File: src/rtl/dff_bank_arbiter.sv
// dff_bank_arbiter
//
// Purpose:
//    Shares one WIDTH-bit register bank (q / q_bar) between N_REQ requesters.
//    A round-robin arbiter picks one requester per arbitration cycle. That
//    requester's data is staged, and one cycle later it is committed to the
//    bank together with a one-cycle grant pulse. A multi-cycle clear sequence
//    zeroes the bank and takes priority over loads.
//
// Ports:
//    clk        in   rising-edge clock
//    reset      in   asynchronous active-high reset
//    req        in   [N_REQ]        per-requester load request (level)
//    data_in    in   [N_REQ*WIDTH]  requester i data at [i*WIDTH +: WIDTH]
//    clr_req    in   clear request (level)
//    grant      out  [N_REQ]  one-hot pulse on commit of that requester's data
//    q          out  [WIDTH]  bank contents
//    q_bar      out  [WIDTH]  bitwise inverse of q
//    busy       out  high while in LOAD or CLEAR
//    clr_done   out  one-cycle pulse when the clear sequence ends
//    load_count out  [16] saturating commit counter (only with DFF_ARB_STATS_EN)
//
// Optional feature macro: DFF_ARB_STATS_EN adds the load_count output.

module dff_bank_arbiter #(
    parameter int N_REQ      = 4,
    parameter int WIDTH      = 8,
    parameter int CLR_CYCLES = 10
) (
    input  logic                   clk,
    input  logic                   reset,
    input  logic [N_REQ-1:0]       req,
    input  logic [N_REQ*WIDTH-1:0] data_in,
    input  logic                   clr_req,
    output logic [N_REQ-1:0]       grant,
    output logic [WIDTH-1:0]       q,
    output logic [WIDTH-1:0]       q_bar,
    output logic                   busy,
    output logic                   clr_done
`ifdef DFF_ARB_STATS_EN
    ,
    output logic [15:0]            load_count
`endif
);

    localparam int IDXW = (N_REQ > 1) ? $clog2(N_REQ) : 1;
    localparam int CNTW = $clog2(CLR_CYCLES + 1);

    typedef enum logic [1:0] {
        IDLE,
        LOAD,
        CLEAR
    } state_t;

    state_t            state_q, state_d;
    logic [IDXW-1:0]   ptr_q, ptr_d;
    logic [IDXW-1:0]   win_q, win_d;
    logic [WIDTH-1:0]  stage_q, stage_d;
    logic [CNTW-1:0]   cnt_q, cnt_d;
    logic [WIDTH-1:0]  bank_q, bank_d;
    logic [N_REQ-1:0]  grant_q, grant_d;
    logic              clrDone_q, clrDone_d;
    logic              busy_q, busy_d;

    logic [N_REQ-1:0]  eligible;
    logic              winFound;
    logic [IDXW-1:0]   winIdx;
    logic [IDXW-1:0]   scanIdx;
    logic [WIDTH-1:0]  winData;

    // Round-robin pick: scan upward from the pointer, wrapping at N_REQ-1.
    // The requester being granted this cycle is masked out because it only
    // drops its req after seeing its grant bit.
    always_comb begin
        eligible = req & ~grant_q;
        winFound = 1'b0;
        winIdx   = '0;
        scanIdx  = '0;
        for (int k = 0; k < N_REQ; k++) begin
            scanIdx = IDXW'((int'(ptr_q) + k) % N_REQ);
            if (!winFound && eligible[scanIdx]) begin
                winFound = 1'b1;
                winIdx   = scanIdx;
            end
        end
    end

    // Select the winner's data slice with constant part-selects.
    always_comb begin
        winData = '0;
        for (int i = 0; i < N_REQ; i++) begin
            if (winIdx == IDXW'(i)) begin
                winData = data_in[i*WIDTH +: WIDTH];
            end
        end
    end

    // Next-state logic. Clear wins over any request in IDLE. LOAD always
    // commits the staged data after exactly one cycle. CLEAR counts down
    // from CLR_CYCLES-1 and returns to IDLE with a clr_done pulse.
    always_comb begin
        state_d   = state_q;
        ptr_d     = ptr_q;
        win_d     = win_q;
        stage_d   = stage_q;
        cnt_d     = cnt_q;
        bank_d    = bank_q;
        grant_d   = '0;
        clrDone_d = 1'b0;
        case (state_q)
            IDLE: begin
                if (clr_req) begin
                    state_d = CLEAR;
                    bank_d  = '0;
                    cnt_d   = CNTW'(CLR_CYCLES - 1);
                end else if (winFound) begin
                    state_d = LOAD;
                    win_d   = winIdx;
                    stage_d = winData;
                end
            end
            LOAD: begin
                state_d = IDLE;
                bank_d  = stage_q;
                for (int i = 0; i < N_REQ; i++) begin
                    grant_d[i] = (win_q == IDXW'(i));
                end
                ptr_d = (win_q == IDXW'(N_REQ - 1)) ? '0 : win_q + IDXW'(1);
            end
            CLEAR: begin
                bank_d = '0;
                if (cnt_q == '0) begin
                    state_d   = IDLE;
                    clrDone_d = 1'b1;
                end else begin
                    cnt_d = cnt_q - CNTW'(1);
                end
            end
            default: begin
                state_d = IDLE;
            end
        endcase
        busy_d = (state_d != IDLE);
    end

    // State and datapath registers. Reset discards any staged load.
    always_ff @(posedge clk or posedge reset) begin
        if (reset) begin
            state_q   <= IDLE;
            ptr_q     <= '0;
            win_q     <= '0;
            stage_q   <= '0;
            cnt_q     <= '0;
            bank_q    <= '0;
            grant_q   <= '0;
            clrDone_q <= 1'b0;
            busy_q    <= 1'b0;
        end else begin
            state_q   <= state_d;
            ptr_q     <= ptr_d;
            win_q     <= win_d;
            stage_q   <= stage_d;
            cnt_q     <= cnt_d;
            bank_q    <= bank_d;
            grant_q   <= grant_d;
            clrDone_q <= clrDone_d;
            busy_q    <= busy_d;
        end
    end

    assign q        = bank_q;
    assign q_bar    = ~bank_q;
    assign grant    = grant_q;
    assign busy     = busy_q;
    assign clr_done = clrDone_q;

`ifdef DFF_ARB_STATS_EN
    logic [15:0] loadCount_q, loadCount_d;

    // Commit counter: counts every LOAD commit, sticks at all ones and is
    // untouched by the clear sequence.
    always_comb begin
        loadCount_d = loadCount_q;
        if (state_q == LOAD && loadCount_q != 16'hFFFF) begin
            loadCount_d = loadCount_q + 16'd1;
        end
    end

    // Counter register, cleared only by reset.
    always_ff @(posedge clk or posedge reset) begin
        if (reset) begin
            loadCount_q <= '0;
        end else begin
            loadCount_q <= loadCount_d;
        end
    end

    assign load_count = loadCount_q;
`endif

endmodule
File: config.mk
export PLATFORM = sky130hd
export DESIGN_NAME = dff_bank_arbiter
export DESIGN_NICKNAME = d
export VERILOG_FILES = /design/src/rtl/dff_bank_arbiter.sv
export SDC_FILE = /design/constraint.sdc
export NUM_CORES = 1
export LEC_CHECK = 0
export CORE_ASPECT_RATIO = 1.75
export CORE_MARGIN = 3
export CORE_UTILIZATION = 40
export CTS_BUF_LIST = sky130_fd_sc_hd__clkbuf_16
export CTS_CLUSTER_SIZE = 40
export DETAILED_ROUTE_END_ITERATION = 8
export PLACE_DENSITY = 0.82
export REMOVE_ABC_BUFFERS = 1
export SYNTH_ARGS = -nofsm -noshare
export SYNTH_HDL_FRONTEND = slang
export SYNTH_SLANG_ARGS = --single-unit
File: constraint.sdc
create_clock -name clk -period 1.8 [get_ports clk]
set_clock_uncertainty 0.2 [all_clocks]
set_input_delay 0.18 -clock clk [delete_from_list [all_inputs] [get_ports clk]]
set_output_delay 0.18 -clock clk [all_outputs]
set_load 0.02 [all_outputs]
After elaboration in Yosys (flattened, before gate mapping):

Index checks and enable logic that the tools add are counted.

* bits in registers: 32
* bits of input ports: 39
* output and inout bits: 22
* logic and storage cells: 81

* add/sub/neg operators: 5
* $lt $le $gt $ge: 4
* equality and inequality tests: 10
* multiplexer cells: 33
* bitwise logic cells: 4
* reduce and logical (&&, ||, !) cells: 16

Operator list (number)
* $mux 8: 5
* $pmux 8 s3: 1
* $mux 2: 8
* $lt 2x3->1 const B: 4
* $mux 4: 3
* $eq 2x2->1 const B: 5
* $mux 1: 10
* $bmux 1 s2: 4
* $not 8->8: 1
* $pmux 4 s2: 1
* $eq 2x1->1 const B: 3
* $logic_not 2->1: 3
* $reduce_and 3->1: 2
* $add 2x1->2 const B: 2
* $add 2x2->2 const B: 2
* $and 4x4->4: 1
* $logic_not 4->1: 1
* $ne 2x2->1 const B: 2
* $not 4->4: 1
* $pmux 2 s2: 1
* $reduce_bool 2->1: 2
* $sub 4x1->4 const B: 1
* $logic_and 1x1->1: 3
* $logic_not 1->1: 3
* 3 further kinds: 3

Depth between registers and ports, before layout:

Gate-level depths: netlist of the first run.

* depth after elaboration: 19
* gate-level depth with buffers: 7
* gate-level depth less buffers: 7

Worst setup path after synthesis of the first run:

No wires, ideal clock.

* kind: flip-flop to flip-flop
* start: reg grant_q[1] (netlist: grant[1])
* end: reg stage_q[4]
* setup time: 0.125 ns
* arrival: 1.616 ns
* data required time: 1.475 ns
* setup slack: -0.141 ns
* stages on the path, launching flop included: 7
* path buffers: 0
* period minus slack after synthesis: 1.941 ns
* cells stage by stage: dfrtp_1 > and2b_1 > a21oi_1 > o21ai_4 > mux2_1 > o221ai_1 > a2bb2oi_1

* longest elaborated chain between the ends: 19
* elaborated cells on any way between the ends: 33
* those cells by class: 3 x eq/ne; 20 x mux; 2 x bitwise; 8 x reduce/logical

Ends and longest elaborated chain
* start: declaration: line 61 `logic [N_REQ-1:0] grant_q, grant_d;`
* start signal: assignment: line 165 `grant_q <= grant_d;`
* $not 4->4 *: line 75 `eligible = req & ~grant_q;`
* $and 4x4->4 *: line 75
* $bmux 1 s2: line 81 `if (!winFound && eligible[scanIdx]) begin`
* $mux 1 (implied by the code): line 81
* $mux 1: line 81
* $logic_not 1->1: line 81
* $logic_and 1x1->1: line 81
* $mux 1: line 81
* $logic_not 1->1: line 81
* $logic_and 1x1->1: line 81
* $mux 1: line 81
* $logic_not 1->1: line 81
* $logic_and 1x1->1: line 81
* $mux 2: line 81
* $logic_not 2->1: line 92 `if (winIdx == IDXW'(i)) begin`
* $mux 8 (4 in a row): line 92
* end signal: assignment: line 162 `stage_q <= stage_d;`
* end: declaration: line 58 `logic [WIDTH-1:0] stage_q, stage_d;`

Mark *: on every way between the ends. The rest lies on a longest branch, timed or not. The select of a mux whose other input is x is not followed.
A chain may end at the register's enable or synchronous reset.

Worst setup path in the final report of the first run:

* start: reg grant_q[2] (netlist: grant[2])
* end: reg stage_q[7]

The elaborated chain is that of the path after synthesis.

==> results of run 1 <==
==> layout by cell type, fill, tap and decap left out, drive strengths merged, types with 2 or more instances in the layout <==
cell type	n
a21o	2
nand2	14
clkinv	2
and2	4
mux2i	2
a21oi	4
inv	16
nor3	2
dfrtp	32
ha	6
nor2b	2
clkdlybuf4s50	59
nor2	9
o21ai	5
o221ai	7
nand2b	3
nor3b	2
buf	27
mux2	13
a22o	8
a2bb2oi	7
clkbuf	5
==> report_power, final <==
part	total [mW]	internal, mW	leakage (nW)	switching (mW)
Clock	0.775	0.493	0.0648	0.281
Sequential	1.17	0.973	0.408	0.199
Combinational	2.00	1.04	0.801	0.954
Total	3.94	2.51	1.27	1.43
==> layer usage <==
layer	up-vias	wire, µm	part of all wire
met1	716	1650	0.37
met5	-	0	0
met3	12	242	0.054
li1	718	-	-
met2	63	2480	0.55
met4	0	142	0.031
==> state kept, by name, indices dropped and copies added (netlist names), 2 cells and up <==
register	flops
state_q	2
grant	4
win_q	2
stage_q	8
q	8
cnt_q	4
ptr_q	2
==> cells in the mapped netlist (all sizes together) (2+ instances only) <==
cell type and instances:
dfrtp 32, inv 16, nand2 14, mux2 13
nor2 9, a22o 8, a2bb2oi 7, o221ai 7
ha 6, a21oi 4, and2 4, o21ai 4
nand2b 3, a21o 2, buf 2, clkbuf 2
mux2i 2, nor2b 2, nor3 2, nor3b 2
==> worst max path at each step <==
stage          slack, ps  depth (start not counted)    endpoint
4_1_cts             -110                          6  stage_q[4]
3_3_place_gp        -410                          7  stage_q[7]
6_report            -100                          6  stage_q[7]
5_1_grt             -180                          7  stage_q[5]
2_1_floorplan       -390                          7  stage_q[5]
3_5_place_dp        -460                          7  stage_q[6]
==> cell families (layout without fill, tap and decap cells) <==
kind of cell | Yosys count | count (layout) | synth area share
xor+xnor | 1 | 1 | 0.00530
mux | 15 | 15 | 0.101
fa+ha+maj | 6 | 6 | 0.0454
compound gates | 37 | 38 | 0.189
simple gates | 41 | 41 | 0.129
buf+inv | 20 | 110 | 0.0469
flops | 32 | 32 | 0.484
==> metrics by stage <==
stage          area (µm²)  power (mW)  cells
2_1_floorplan        1640        2.04    148
3_3_place_gp         2480        2.73    280
3_5_place_dp         2480        2.79    280
4_1_cts              2790        3.85    291
5_1_grt              2840        4.20    291
6_report             2840        3.94    291
==> area by class of cell <==
cell class	count	area, µm²
fillers	266	1100
repair buffers	87	813
multi-input cells	101	971
inverters	16	60.1
clock inverters	2	7.51
clock buffers	5	125
flip-flops and latches	32	803
well taps	48	60.1
==> timing repair <==
| action | CTS | global route |
|---|---|---|
| pin swaps | 18 | 4 |
| buffers inserted | 3 | 0 |
| endpoints found under the setup margin | 8 | 10 |
| resized for setup | 32 | 10 |
| hold endpoints to repair | 0 | 0 |
| gates cloned | 1 | 0 |
==> metrics, run 1 <==
average vias per placed instance 5.19; share of the yosys chip area belonging to registers 0.484; CP Launch Point grant[2]; remaining routing DRC violations 0; post-synthesis cell type count 38; crit path max fanout 5; arrival time at the worst endpoint 1850 ps; wire length per cell 15.5 µm; clock edge transition at the registers on the reported setup and hold paths 50 ps; Largest stage delay, worst path 430 ps; Worst path top cell family by delay compound AO/OA/AOI/OAI gates; Die Y 91.1 µm; final-layout setup total negative slack -538 ps; VDD IR max 0.891 mV; worst r2r src grant[2]; Worst Setup Path Type flip-flop to flip-flop; fraction of final layout cells with drive strength greater than 1 0.313; violations in the final reports negative hold slack, negative setup slack; Worst Setup End Kind flip-flop; number of buffers created by CTS 5; maximum achievable frequency 0.526 GHz; wire length of the first global-routing pass 7440 µm; library cell contributing the largest single delay on the critical path sky130_fd_sc_hd__dfrtp_1; number of sinks driven by the clock tree 32; top area cells in the synthesized netlist sky130_fd_sc_hd__dfrtp_1 (48%), sky130_fd_sc_hd__mux2_1 (4.8%), sky130_fd_sc_hd__ha_1 (4.5%); Avg Synthesized Cell Area 10.9 µm²; via count 1509; number of antenna violations at the first check in global routing 0; endpoint required time on the critical path 1750 ps; worst slack on hold paths -11.3 ps; RSZ-0062 raised after global routing yes; portion of synthesized cell area occupied by the leading cell type 0.484; Tightest Hold Check Type input port to async pin; busiest grt layer met2; Yosys reg bits 32; result of the run finished with violations; # port buffers 60; pin slew with the least headroom to its limit 361 ps; count of final hold-check violations 8; met2 track utilization from global routing 0.350; relative area change from synthesis to final layout 71.7%; r2r worst-path depth 6; die area 4970 µm²; Yosys Warn Count 0; antenna fix cells 0; via count of the first global-routing pass 1670; EDFF count, synth 0; cell accounting for the most synthesized area sky130_fd_sc_hd__dfrtp_1; Post-layout nets 288; placement row count 30; PwrDens 1390 nW/µm²; core box area 3940 µm²; Post-DRT Antenna Nets 0; number of buffers between clock root and the deepest sink 2; combined global-route utilization of all metal layers 0.202; Global Route met1 Usage 0.220; Syn Inst Count 152; mapped cell area 1650 µm²; TritonCTS clock tree built; drt first-iter violations 24; Max H-tree Level 2; crit start category flip-flop; routed wire length 4510 µm; worst relative slew slack 0.759; most frequent cell on the critical path sky130_fd_sc_hd__o21ai_4; Max Cap Viol 0; final critical-path required period 1900 ps; residual overflow from global routing 0; Util after Layout 0.721; Initial DRT Pass Iterations 4; clock root buffer master sky130_fd_sc_hd__clkbuf_16; Global Route met3 Usage 0.0427; register-to-register setup slack -100 ps; clk_lat worst skew 270 ps; Top FF cell, synth sky130_fd_sc_hd__dfrtp_1; leakage power 1.27 nW; hpwl dp 3200 µm; endpoint of the lowest-slack register-to-register path stage_q[7]; Critical Path, Cell by Cell buf_4, o21ai_4, o21ai_4, mux2_4, o221ai_2, a2bb2oi_2; starting utilization of the core area 0.420; GPL Wtd Cong 0.763; final count of pins violating max slew 0; final setup slack of the worst path -101 ps; pre-CTS WS -457 ps; number of failing setup endpoints in the final timing report 8; pin count of the biggest net entering global routing 13; width of the die 54.6 µm; hold buffer count at CTS 0; Worst Path Buf+Inv 1; number of ports placed on the die boundary 61; Final period util 1.06; share of flip-flops with an asynchronous set or reset after synthesis 1.00
No activity file was read; power rests on OpenSTA's default activity.
==> inputs of run 2 (changes only) <==
CORE_MARGIN = unset   (was 3)
GPL_TIMING_DRIVEN = 0   (was unset)
==> run 2 against run 1 <==
Effect of this change:
- the run ends with negative setup slack left
- wire length grew 6.2%
- flip-flop and latch count unchanged
- register-to-register slack got worse by 190 ps
- via count is 0.13% lower
==> metrics, run 2 (same netlist as run 1, synthesis figures left out) <==
CP Launch Point grant[2] (unchanged); sequential power share 0.302 (was 0.297); library cell contributing the largest single delay on the critical path sky130_fd_sc_hd__dfrtp_1 (unchanged); relative area change from synthesis to final layout 71.3% (was 71.7%); remaining routing DRC violations 0 (unchanged); Initial DRT Pass Iterations 4 (unchanged); hpwl dp 2680 µm (was 3200 µm); Die Y 87.1 µm (was 91.1 µm); pin count of the biggest net entering global routing 33 (was 13); worst r2r src grant[2] (unchanged); hold buffer count at CTS 0 (unchanged); result of the run finished with violations (unchanged); maximum achievable frequency 0.478 GHz (was 0.526 GHz); wire length per cell 17.0 µm (was 15.5 µm); clock root buffer master sky130_fd_sc_hd__clkbuf_16 (unchanged); most frequent cells in the layout sky130_fd_sc_hd__clkdlybuf4s50_1 (59), sky130_fd_sc_hd__dfrtp_1 (30), sky130_fd_sc_hd__inv_1 (15), sky130_fd_sc_hd__buf_4 (15), sky130_fd_sc_hd__nand2_1 (12) (was sky130_fd_sc_hd__clkdlybuf4s50_1 (59), sky130_fd_sc_hd__dfrtp_1 (30), sky130_fd_sc_hd__buf_4 (24)); Final period util 1.16 (was 1.06); power dissipated by switching net loads 1.53 mW (was 1.43 mW); count of final hold-check violations 0 (was 8); TritonCTS clock tree built (unchanged); endpoint required time on the critical path 1760 ps (was 1750 ps); # port buffers 60 (unchanged); Max Cap Viol 0 (unchanged); drt first-iter violations 23 (was 24); Post-layout nets 279 (was 288); via count of the first global-routing pass 1589 (was 1670); pre-CTS WS -894 ps (was -457 ps); Comb power frac 0.505 (was 0.506); Max H-tree Level 2 (unchanged); final setup slack of the worst path -292 ps (was -101 ps); met1 WL 1650 µm (about the same); number of buffers between clock root and the deepest sink 2 (unchanged); routed wire length 4790 µm (was 4510 µm); combined global-route utilization of all metal layers 0.235 (was 0.202); violations in the final reports negative setup slack (was negative hold slack, negative setup slack); post-route design area 2830 µm² (was 2840 µm²); number of sinks driven by the clock tree 32 (unchanged); pin slew with the least headroom to its limit 674 ps (was 361 ps); number of instances in the placed design 256 (was 280); most frequent standard cell in the layout excluding fill and tap cells sky130_fd_sc_hd__clkdlybuf4s50_1 (unchanged); number of buffers created by CTS 5 (unchanged); placed standard-cell area 2300 µm² (was 2480 µm²); average vias per placed instance 5.34 (was 5.19); DR WL met3 212 µm (was 242 µm); WL met2 2780 µm (was 2480 µm); fraction of final layout cells with drive strength greater than 1 0.308 (was 0.313); RSZ-0062 raised after global routing yes (unchanged); VDD IR max 1.08 mV (was 0.891 mV); crit path max fanout 4 (was 5); Finished Layout Cells 282 (was 291); wire length of the first global-routing pass 7450 µm (was 7440 µm); Critical Path, Cell by Cell nor4bb_2, a21oi_2, o211ai_4, buf_6, mux2i_2, nor2_1, a221o_1 (was buf_4, o21ai_4, o21ai_4, mux2_4, o221ai_2, a2bb2oi_2); starting utilization of the core area 0.424 (was 0.420); clock edge transition at the registers on the reported setup and hold paths 50 ps (about the same); via count 1507 (was 1509); clock power share 0.194 (was 0.196); die area 4410 µm² (was 4970 µm²); register-to-register setup slack -290 ps (was -100 ps); Worst Setup End Kind flip-flop (unchanged); leakage power 1.25 nW (was 1.27 nW); Tightest Hold Check Type input port to async pin (unchanged); arrival time at the worst endpoint 2050 ps (was 1850 ps); number of ports placed on the die boundary 61 (unchanged); final count of pins violating max slew 0 (unchanged); number of antenna violations at the first check in global routing 0 (unchanged); internal power 2.54 mW (was 2.51 mW); switching share of total power 0.377 (was 0.364); number of failing setup endpoints in the final timing report 8 (unchanged); placement row count 30 (unchanged); PwrDens 1440 nW/µm² (was 1390 nW/µm²); width of the die 50.6 µm (was 54.6 µm); r2r worst-path depth 7 (was 6); worst relative slew slack 0.550 (was 0.759); final critical-path required period 2090 ps (was 1900 ps); Post-DRT Antenna Nets 0 (unchanged); clk_lat worst skew 280 ps (was 270 ps); antenna fix cells 0 (unchanged); residual overflow from global routing 0 (unchanged); top layer reached by signal wires met4 (unchanged); crit start category flip-flop (unchanged); CP Capture Point stage_q[5] (was stage_q[7]); core box area 3900 µm² (was 3940 µm²); endpoint of the lowest-slack register-to-register path stage_q[5] (was stage_q[7]); GPL Wtd Cong 0.785 (was 0.763); Worst Setup Path Type flip-flop to flip-flop (unchanged); Largest stage delay, worst path 450 ps (was 430 ps)
==> run 2: cell types whose count changed in the layout (fill, tap and decap cells not counted), sizes merged <==
| cell | previous run | this run |
|---|---|---|
| dlygate4sd2 | 1 | 0 |
| o21ai | 5 | 4 |
| clkinv | 2 | 1 |
| buf | 27 | 19 |
| clkinvlp | 0 | 1 |
| dlymetal6s2s | 0 | 1 |
==> run 2: final cells by class <==
class	count	area, µm²
multi-input cells	100	986
clock inverters	2	8.76
well taps	48	60.1
fillers	266	1070
flip-flops and latches	32	803
clock buffers	5	125
repair buffers	79	786
inverters	16	63.8
==> run 2: power by group through the flow <==
stage                     combinational (mW)  sequential [mW]  clock [mW]
after floorplan                        0.825             1.21           0
after global placement                  1.30             1.18           0
after detailed placement                1.34             1.19           0
after CTS                               1.86             1.20       0.790
after global routing                    2.20             1.26       0.828
final                                   2.05             1.23       0.787
==> run 2: per-stage QoR <==
stage	hold WS, ps	setup TNS, ps	power [mW]	util
after floorplan	96.2	-3040	2.04	-
after global placement	279	-8690	2.48	0.588
after detailed placement	292	-9840	2.53	0.588
after CTS	280	-1020	3.86	0.704
after global routing	227	-2130	4.29	0.726
final	159	-1660	4.07	0.726
==> run 2: repair_timing <==
action,in CTS,in global routing
resized for setup,36,11
endpoints found under the hold margin,0,0
setup buffers,15,4
pin swaps,20,6
cloned,1,0
endpoints found under the setup margin,15,11
==> run 2: worst min-delay path by stage <==
stage | startpoint | endpoint | cells after the start
2_1_floorplan | reset | busy | 1
3_3_place_gp | stage_q[0] | q[0] | 1
3_5_place_dp | stage_q[2] | q[2] | 1
4_1_cts | data_in[19] | stage_q[3] | 2
5_1_grt | reset | cnt_q[1] | 2
6_report | reset | clr_done | 2
==> run 2: metal layers <==
metal / vias up / track usage
met5: - / 0
met4: 0 / 0.146
met3: 13 / 0.0646
met2: 57 / 0.432
met1: 735 / 0.223
li1: 702 / -
==> run 2: worst max-delay path: cells and delay by family (launching register included) <==
family,cells,cell delay (ps)
muxes,1,220
buffers and inverters,1,160
DFF,1,450
AOI/OAI and AO/OA,3,510
and+or+nand+nor,2,430
